<file path="src/rtl/lsu_mem_ctrl.sv">
// Load/store unit: converts byte-addressed RV32I loads/stores into word accesses
// on a word-wide data memory, with read-modify-write for sub-word stores.
module lsu_mem_ctrl #(
  parameter int unsigned MEM_WORDS = 60,
  parameter int unsigned ADDR_W    = 6
) (
  input  logic              clk,
  input  logic              rst_n,
  input  logic              req_valid,
  output logic              req_ready,
  input  logic              req_we,
  input  logic [2:0]        req_func3,
  input  logic [31:0]       req_addr,
  input  logic [31:0]       req_wdata,
  output logic              rsp_valid,
  input  logic              rsp_ready,
  output logic [31:0]       rsp_rdata,
  output logic              rsp_err,
  output logic [ADDR_W-1:0] mem_addr,
  output logic [31:0]       mem_wdata,
  output logic              mem_read,
  output logic              mem_write,
  input  logic [31:0]       mem_rdata
);

  typedef enum logic [2:0] {StIdle, StLoad, StWr, StRmwRd, StRmwWr, StResp} state_e;

  state_e              state_q, state_d;
  logic [2:0]          func3_q;
  logic [ADDR_W-1:0]   idx_q;
  logic [1:0]          off_q;
  logic [31:0]         wdata_q;
  logic [31:0]         merge_q;
  logic [31:0]         rdata_q;
  logic                err_q;

  logic [ADDR_W-1:0]   req_idx;
  logic                req_err;
  logic [31:0]         load_data;
  logic [31:0]         merged;

  assign req_idx   = req_addr[ADDR_W+1:2];
  assign rsp_rdata = rdata_q;
  assign rsp_err   = err_q;

  // Request legality, evaluated on the raw request at accept time
  always_comb begin
    logic hi_err, range_err, half_mis, word_mis, f3_err;
    hi_err    = (req_addr >> (ADDR_W + 2)) != 32'd0;
    range_err = 32'(req_idx) >= MEM_WORDS;
    half_mis  = (req_func3[1:0] == 2'b01) && req_addr[0];
    word_mis  = (req_func3[1:0] == 2'b10) && (req_addr[1:0] != 2'b00);
    if (req_we) begin
      f3_err = req_func3[2] || (req_func3[1:0] == 2'b11);
    end else begin
      f3_err = (req_func3 == 3'b011) || (req_func3[2:1] == 2'b11);
    end
    req_err = hi_err || range_err || half_mis || word_mis || f3_err;
  end

  // Lane extraction and sign/zero extension of the load word
  always_comb begin
    logic [31:0] lane;
    lane = mem_rdata >> {off_q, 3'b000};
    case (func3_q)
      3'b000:  load_data = {{24{lane[7]}}, lane[7:0]};
      3'b001:  load_data = {{16{lane[15]}}, lane[15:0]};
      3'b100:  load_data = {24'd0, lane[7:0]};
      3'b101:  load_data = {16'd0, lane[15:0]};
      default: load_data = mem_rdata;
    endcase
  end

  // Sub-word store merge: replicate store data across lanes, then mask in the target lane
  always_comb begin
    logic [31:0] mask, data;
    if (func3_q[0]) begin
      mask = 32'h0000_FFFF << {off_q, 3'b000};
      data = {2{wdata_q[15:0]}};
    end else begin
      mask = 32'h0000_00FF << {off_q, 3'b000};
      data = {4{wdata_q[7:0]}};
    end
    merged = (merge_q & ~mask) | (data & mask);
  end

  // Next-state and state-decoded outputs
  always_comb begin
    state_d   = state_q;
    req_ready = 1'b0;
    rsp_valid = 1'b0;
    mem_read  = 1'b0;
    mem_write = 1'b0;
    mem_addr  = '0;
    mem_wdata = '0;
    case (state_q)
      StIdle: begin
        req_ready = 1'b1;
        if (req_valid) begin
          if (req_err)                      state_d = StResp;
          else if (!req_we)                 state_d = StLoad;
          else if (req_func3[1:0] == 2'b10) state_d = StWr;
          else                              state_d = StRmwRd;
        end
      end
      StLoad: begin
        mem_read = 1'b1;
        mem_addr = idx_q;
        state_d  = StResp;
      end
      StWr: begin
        mem_write = 1'b1;
        mem_addr  = idx_q;
        mem_wdata = wdata_q;
        state_d   = StResp;
      end
      StRmwRd: begin
        mem_read = 1'b1;
        mem_addr = idx_q;
        state_d  = StRmwWr;
      end
      StRmwWr: begin
        mem_write = 1'b1;
        mem_addr  = idx_q;
        mem_wdata = merged;
        state_d   = StResp;
      end
      StResp: begin
        rsp_valid = 1'b1;
        if (rsp_ready) state_d = StIdle;
      end
      default: state_d = StIdle;
    endcase
  end

  // State register
  always_ff @(posedge clk or negedge rst_n) begin
    if (!rst_n) state_q <= StIdle;
    else        state_q <= state_d;
  end

  // Request latches, merge word and response registers
  always_ff @(posedge clk or negedge rst_n) begin
    if (!rst_n) begin
      func3_q <= 3'd0;
      idx_q   <= '0;
      off_q   <= 2'd0;
      wdata_q <= 32'd0;
      merge_q <= 32'd0;
      rdata_q <= 32'd0;
      err_q   <= 1'b0;
    end else begin
      case (state_q)
        StIdle: begin
          if (req_valid) begin
            func3_q <= req_func3;
            idx_q   <= req_idx;
            off_q   <= req_addr[1:0];
            wdata_q <= req_wdata;
            err_q   <= req_err;
            rdata_q <= 32'd0;
          end
        end
        StLoad:  rdata_q <= load_data;
        StRmwRd: merge_q <= mem_rdata;
        StResp: begin
          if (rsp_ready) begin
            err_q   <= 1'b0;
            rdata_q <= 32'd0;
          end
        end
        default: ;
      endcase
    end
  end

endmodule
</file>
<file path="config.mk">
export PLATFORM = sky130hd
export DESIGN_NAME = lsu_mem_ctrl
export DESIGN_NICKNAME = d
export VERILOG_FILES = /design/src/rtl/lsu_mem_ctrl.sv
export SDC_FILE = /design/constraint.sdc
export NUM_CORES = 1
export LEC_CHECK = 0
export BUFFER_PORTS_ARGS = -buffer_cell sky130_fd_sc_hd__buf_2
export CAP_MARGIN = 20
export CORE_ASPECT_RATIO = 1.5
export CORE_MARGIN = 5
export CORE_UTILIZATION = 30
export CTS_CLUSTER_SIZE = 24
export DETAILED_ROUTE_END_ITERATION = 6
export RECOVER_POWER = 100
export REMOVE_ABC_BUFFERS = 1
export SYNTH_ARGS = -nofsm -noshare
export SYNTH_HDL_FRONTEND = slang
export SYNTH_SLANG_ARGS = --single-unit
</file>
<file path="constraint.sdc">
create_clock -name clk -period 3.85 [get_ports clk]
set_clock_uncertainty 0.1 [all_clocks]
set_input_delay 0.77 -clock clk [delete_from_list [all_inputs] [get_ports clk]]
set_output_delay 0.77 -clock clk [all_outputs]
set_load 0.05 [all_outputs]
</file>
* After elaboration in Yosys (flattened, before gate mapping)
Index checks and enable logic that the tools add are counted.
** Storage, ports and cells
- Word-level logic and storage cells :: 75
- Input bits :: 104
- Flip-flop bits (word level) :: 111
- Output and inout bits :: 75
** Operators by class
- Bitwise operators :: 4
- Multiplexer cells :: 22
- Reductions and logical operators :: 22
- Magnitude comparators :: 1
- Eq/ne operators :: 15
- Shift-type cells :: 3
** Operator list (count)
- 2-to-1 mux 32 bit :: 4
- one-hot mux 32 bit (4 select lines) :: 1
- one-hot mux 32 bit (3 select lines) :: 1
- AND 32 bit :: 2
- one-hot mux 32 bit (2 select lines) :: 1
- NOT 32 bit :: 1
- OR 32 bit :: 1
- nonzero test 32 bit :: 1
- << shifter 16 x 5 -> 32 bit (first input constant) :: 1
- << shifter 8 x 5 -> 32 bit (first input constant) :: 1
- right shift 32 x 5 -> 16 bit :: 1
- equality test 3 bit (second input constant) :: 4
- one-hot mux 3 bit (4 select lines) :: 1
- equality test 3 x 2 -> 1 bit (second input constant) :: 3
- 2-to-1 mux 3 bit :: 3
- 2-to-1 mux 1 bit :: 8
- equality test 2 bit (second input constant) :: 3
- equality test 3 x 1 -> 1 bit (second input constant) :: 2
- >= comparator 6 bit (second input constant) :: 1
- zero test 3 bit :: 2
- logical OR 1 bit :: 6
- 2-to-1 mux 6 bit :: 1
- AND reduction 3 bit :: 2
- != test 2 bit (second input constant) :: 2
- 10 further kinds :: 14

* Logic depth before layout (Yosys ltp)
- Depth after elaboration :: 8
- Depth in mapped cells :: 8
- Depth with buffers taken out :: 4

* Worst setup path before layout
Ideal clock, no wire load.
- Path type :: register -> output
- From :: reg off_q[0]
- To :: out mem_wdata[16]
- Setup slack :: 0.624 ns
- Cell stages (with the launch flop) :: 7
- Arrival time :: 2.356 ns
- Data required time :: 2.980 ns
- Path buffers :: 2
- Cells stage by stage :: dfrtp_1 > buf_6 > nor2b_1 > o21bai_1 > buf_2 > mux2i_1 > o21ai_0
** Between the ends
- Longest elaborated chain between the ends :: 6
- Elaborated cells on any way between the ends :: 8
- Those cells by class :: shift (2); mux (2); bitwise (4)
** Ends and longest elaborated chain
- start: declaration :: RTL line 31 : logic [1:0] off_q;
- start signal: assignment :: RTL line 158 : off_q <= req_addr[1:0];
- << shifter 16 x 5 -> 32 bit / << shifter 8 x 5 -> 32 bit (equally long branches) :: RTL line 78, 81
- 2-to-1 mux 32 bit (*) :: RTL line 77 : if (func3_q[0]) begin
- NOT 32 bit :: RTL line 84 : merged = (merge_q & ~mask) | (data & mask);
- AND 32 bit :: RTL line 84
- OR 32 bit (*) :: RTL line 84
- one-hot mux 32 bit (2 select lines) (*) :: RTL line 96 : case (state_q)
- end: declaration :: RTL line 20 : output logic [31:0] mem_wdata,
Mark *: on every way between the ends. The rest lies on a longest branch, timed or not.

* Final worst setup path
- From :: reg state_q[1]
- To :: out mem_wdata[3]
** Between the ends
- Longest elaborated chain between the ends :: 2
- Elaborated cells on any way between the ends :: 3
- Those cells by class :: eq/ne (2); mux (1)
** Ends and longest elaborated chain
- start: declaration :: RTL line 28 : state_e state_q, state_d;
- start signal: assignment :: RTL line 138 : if (!rst_n) state_q <= StIdle;
- start signal: assignment :: RTL line 139 : else state_q <= state_d;
- equality test 3 bit / equality test 3 x 2 -> 1 bit (equally long branches) :: RTL line 96
- one-hot mux 32 bit (2 select lines) (*) :: RTL line 96
Marks and branches as above.

==> reports/results.tsv <==
stage	metric	value	unit
run_status	status	finished with violations	
run_status	violated checks	capacitance limit, slew limit	
route	drt pass-1 iters	4	
logic_synthesis	Post-Synthesis Cells	561	
route	Post-Route WL	18.23	mm
placement	post-placement cell count	966	
cts	clock buffer count from CTS	9	
min_path	HP Class	reg -> reg	
cts	maximum level of the CTS H-tree	3	
critical_path	most used cell, CP	buf_4	
cells_and_area	synth-to-layout area growth	22.62	%
cts	clk slew on worst S/H paths	0.07	ns
die	Starting Density	0.3053	
timing	ratio of final minimum period to clock period	0.8990	
timing	Final Max Tran Viols	137	
die	floorplan die height	178.6	um
cts	postcts setup bufs	0	
logic_synthesis	Post-synth top flop	dfrtp_1	
critical_path	crit path from	state_q[1]	
cts	clk root buf	clkbuf_16	
route	post-route ant nets	0	
critical_path	WP data required	2.98	ns
logic_synthesis	Seq cells post-synth	111	
route	DR vias/cell	4.919	
critical_path	critical path type	reg -> out	
die	site row count	61	
timing	unrepaired setup endpoints after global routing	no	
cells_and_area	n_diodes	0	
flow_run	MaxCap Viol Count	3	
placement	post-placement setup slack	0.9545	ns
critical_path	cell count along the critical path	6	
cells_and_area	layout cell share with drive strength beyond 1	0.2599	
logic_synthesis	syn_area_per_cell	10.13	um2
die	# IOs	179	
timing	min cycle time layout	3.461	ns
cells_and_area	Util after Layout	0.3744	
timing	Slew @ Worst Pin	1.705	ns
timing	final setup TNS	0	ns
timing	final setup vio count	0	
logic_synthesis	Yosys warnings	0	
logic_synthesis	EDFF count, synth	0	
cells_and_area	fill count	2021	
placement	port bufs	178	
timing	Slew HR	-0.1367	
die	Core Region	0.01862	mm2
route	routed wire length per instance	18.55	um
global_route	All-Layer GR Usage	0.1650	
logic_synthesis	register area share after synthesis	0.4886	
die	Die Wd	122.4	um
pwr	P per Cell Area	843.7	mW/mm2
pwr	Leak Pwr	3.096	nW
cts	CTS tree	yes	
cells_and_area	post-route insts no fill	983	
pwr	Total Power	5.882	mW
critical_path	worst path bufs/invs	3	
cts	Worst-Skew Late Latency	0.35	ns
global_route	largest net degree at the start of global routing	64	
cts	post-CTS sizing	0	
placement	DP Area	0.006808	mm2
critical_path	crit path max fanout	26	
timing	WHS	0.3688	ns
cells_and_area	Finished Cell Area	0.006972	mm2
critical_path	FF-to-FF setup slack	0.77	ns
cells_and_area	Final nets	830	
critical_path	Crit-path slowest cell	dfrtp_1	
pwr	peak supply drop	0.0003145	V
cts	CTS sink cnt	111	
critical_path	Worst Setup EP	mem_wdata[3]	
critical_path	Worst Reg-to-Reg Cells	3	
route	DRC	0	
timing	Max Clk Rate	288.9	MHz
route	Iteration-0 DRC Markers	177	
critical_path	Reg-to-Reg Start	state_q[1]	
critical_path	Max stage delay on crit path	0.50	ns
min_path	hold depth	2	
placement	Post-DP HPWL	13.79	mm
die	Die ar.	0.02186	mm2
global_route	first-pass GRT wire length	27.52	mm
cts	clock buffer depth	2	
critical_path	crit path cell chain	or3b_1 -> buf_4 -> nor2_1 -> buf_4 -> a22o_1 -> clkbuf_1	
global_route	vias in the first global route	4903	
global_route	gr ovfl total	0	
global_route	initial antenna violation count	0	
critical_path	Setup crit start kind	flip-flop	
critical_path	Critical Path Sink Type	output pin	
logic_synthesis	Mapped Area	0.005685	mm2
critical_path	r2r endpoint	wdata_q[14]	
route	Vias	4835	
placement	final RePlAce weighted congestion	0.8228	
critical_path	cell family with most CP delay	buffers and inverters	
timing	Worst Slack Setup Final	0.3887	ns
logic_synthesis	Async S/R FF share, synth	1.000	
critical_path	Worst EP arrival	2.59	ns
logic_synthesis	Netlist cell types	55	
cts	Hold Buf Count CTS	0	
timing	Final Hold Viols	0	
-- worst reg2reg max path, stage by stage, from the launching register on --
cell and delay (ns):
dfrtp_1 0.50, nor3_1 0.52, and2_1 1.36, mux2_2 0.48
-- registers in the layout (all words and copies together) (netlist names) --
register / count
rsp_err: 1
off_q: 2
func3_q: 3
state_q: 3
wdata_q: 32
merge_q: 32
idx_q: 6
rsp_rdata: 32
-- worst min path at each step --
stage,from,to,slack [ns]
final,idx_q[5],idx_q[5],0.37
after global routing,idx_q[2],idx_q[2],0.39
after CTS,idx_q[5],idx_q[5],0.37
after detailed placement,idx_q[5],idx_q[5],0.36
after global placement,idx_q[4],idx_q[4],0.35
after floorplan,idx_q[0],idx_q[0],0.34
-- metal layers --
metal / global-route usage / wire length, um
met4: 0.07473 / 591
met1: 0.2027 / 7713
met3: 0.02665 / 774
met2: 0.2817 / 9153
met5: 0 / 0
-- layout make-up --
| type | count | area (um2) | area share |
|---|---|---|---|
| Sequential cell | 111 | 2778 | 0.3984 |
| Multi-Input combinational cell | 407 | 2634 | 0.3778 |
| Timing Repair Buffer | 194 | 904.6 | 0.1298 |
| Tap cell | 252 | 315.3 | 0.04523 |
| Clock buffer | 9 | 225.2 | 0.03230 |
| Clock inverter | 7 | 103.9 | 0.01490 |
| Inverter | 3 | 11.26 | 0.001615 |
-- synthesized netlist by cell type (3+ instances only) --
cell type / instances / area, um2
a22o_1: 8 / 70.07
nor2b_1: 10 / 62.56
a211o_1: 6 / 52.55
o21ai_0: 39 / 195.2
nor2_1: 24 / 90.09
mux2_2: 51 / 574.3
o21bai_1: 3 / 22.52
clkbuf_2: 3 / 15.01
buf_2: 17 / 85.08
nand2b_1: 5 / 31.28
a21oi_1: 37 / 185.2
a2bb2oi_1: 6 / 52.55
buf_6: 3 / 33.78
nor4_1: 8 / 50.05
mux2i_1: 17 / 170.2
inv_1: 3 / 11.26
clkbuf_1: 12 / 45.04
and2_1: 8 / 50.05
buf_4: 4 / 30.03
a221o_1: 17 / 170.2
o221ai_1: 8 / 70.07
nand2_1: 119 / 446.7
dfrtp_1: 111 / 2778
or2b_1: 3 / 22.52
o21ai_1: 4 / 20.02
-- cells in the final DEF (no fill, tap or decap), types with 3 or more instances in the layout --
master	count
o21ai_0	40
o221ai_1	8
o21bai_1	3
buf_2	103
a211o_1	6
and2_1	8
nor4_1	8
a2bb2oi_1	6
buf_4	12
nor2b_1	10
dfrtp_1	111
inv_1	3
nor2_1	24
a22o_1	8
clkbuf_16	9
mux2i_1	17
mux2_2	51
a21oi_1	37
nand2b_1	5
clkbuf_1	77
nand2_1	119
nor3_1	3
o21ai_1	3
a221o_1	17
or2b_1	3
-- where the power goes --
part           internal (mW)  switching, mW  total, mW
clock network          0.579          0.461       1.04
logic                  0.850           2.11       2.96
registers               1.56          0.322       1.88
-- cell families (layout without fill, tap and decap cells) --
group | after synthesis | after routing | share of synthesized area
muxes | 69 | 69 | 0.1336
AOI/OAI and AO/OA | 142 | 142 | 0.1780
buffers and inverters | 43 | 213 | 0.03939
and+or+nand+nor | 196 | 196 | 0.1604
DFF | 111 | 111 | 0.4886
No activity file was read; power rests on OpenSTA's default activity.
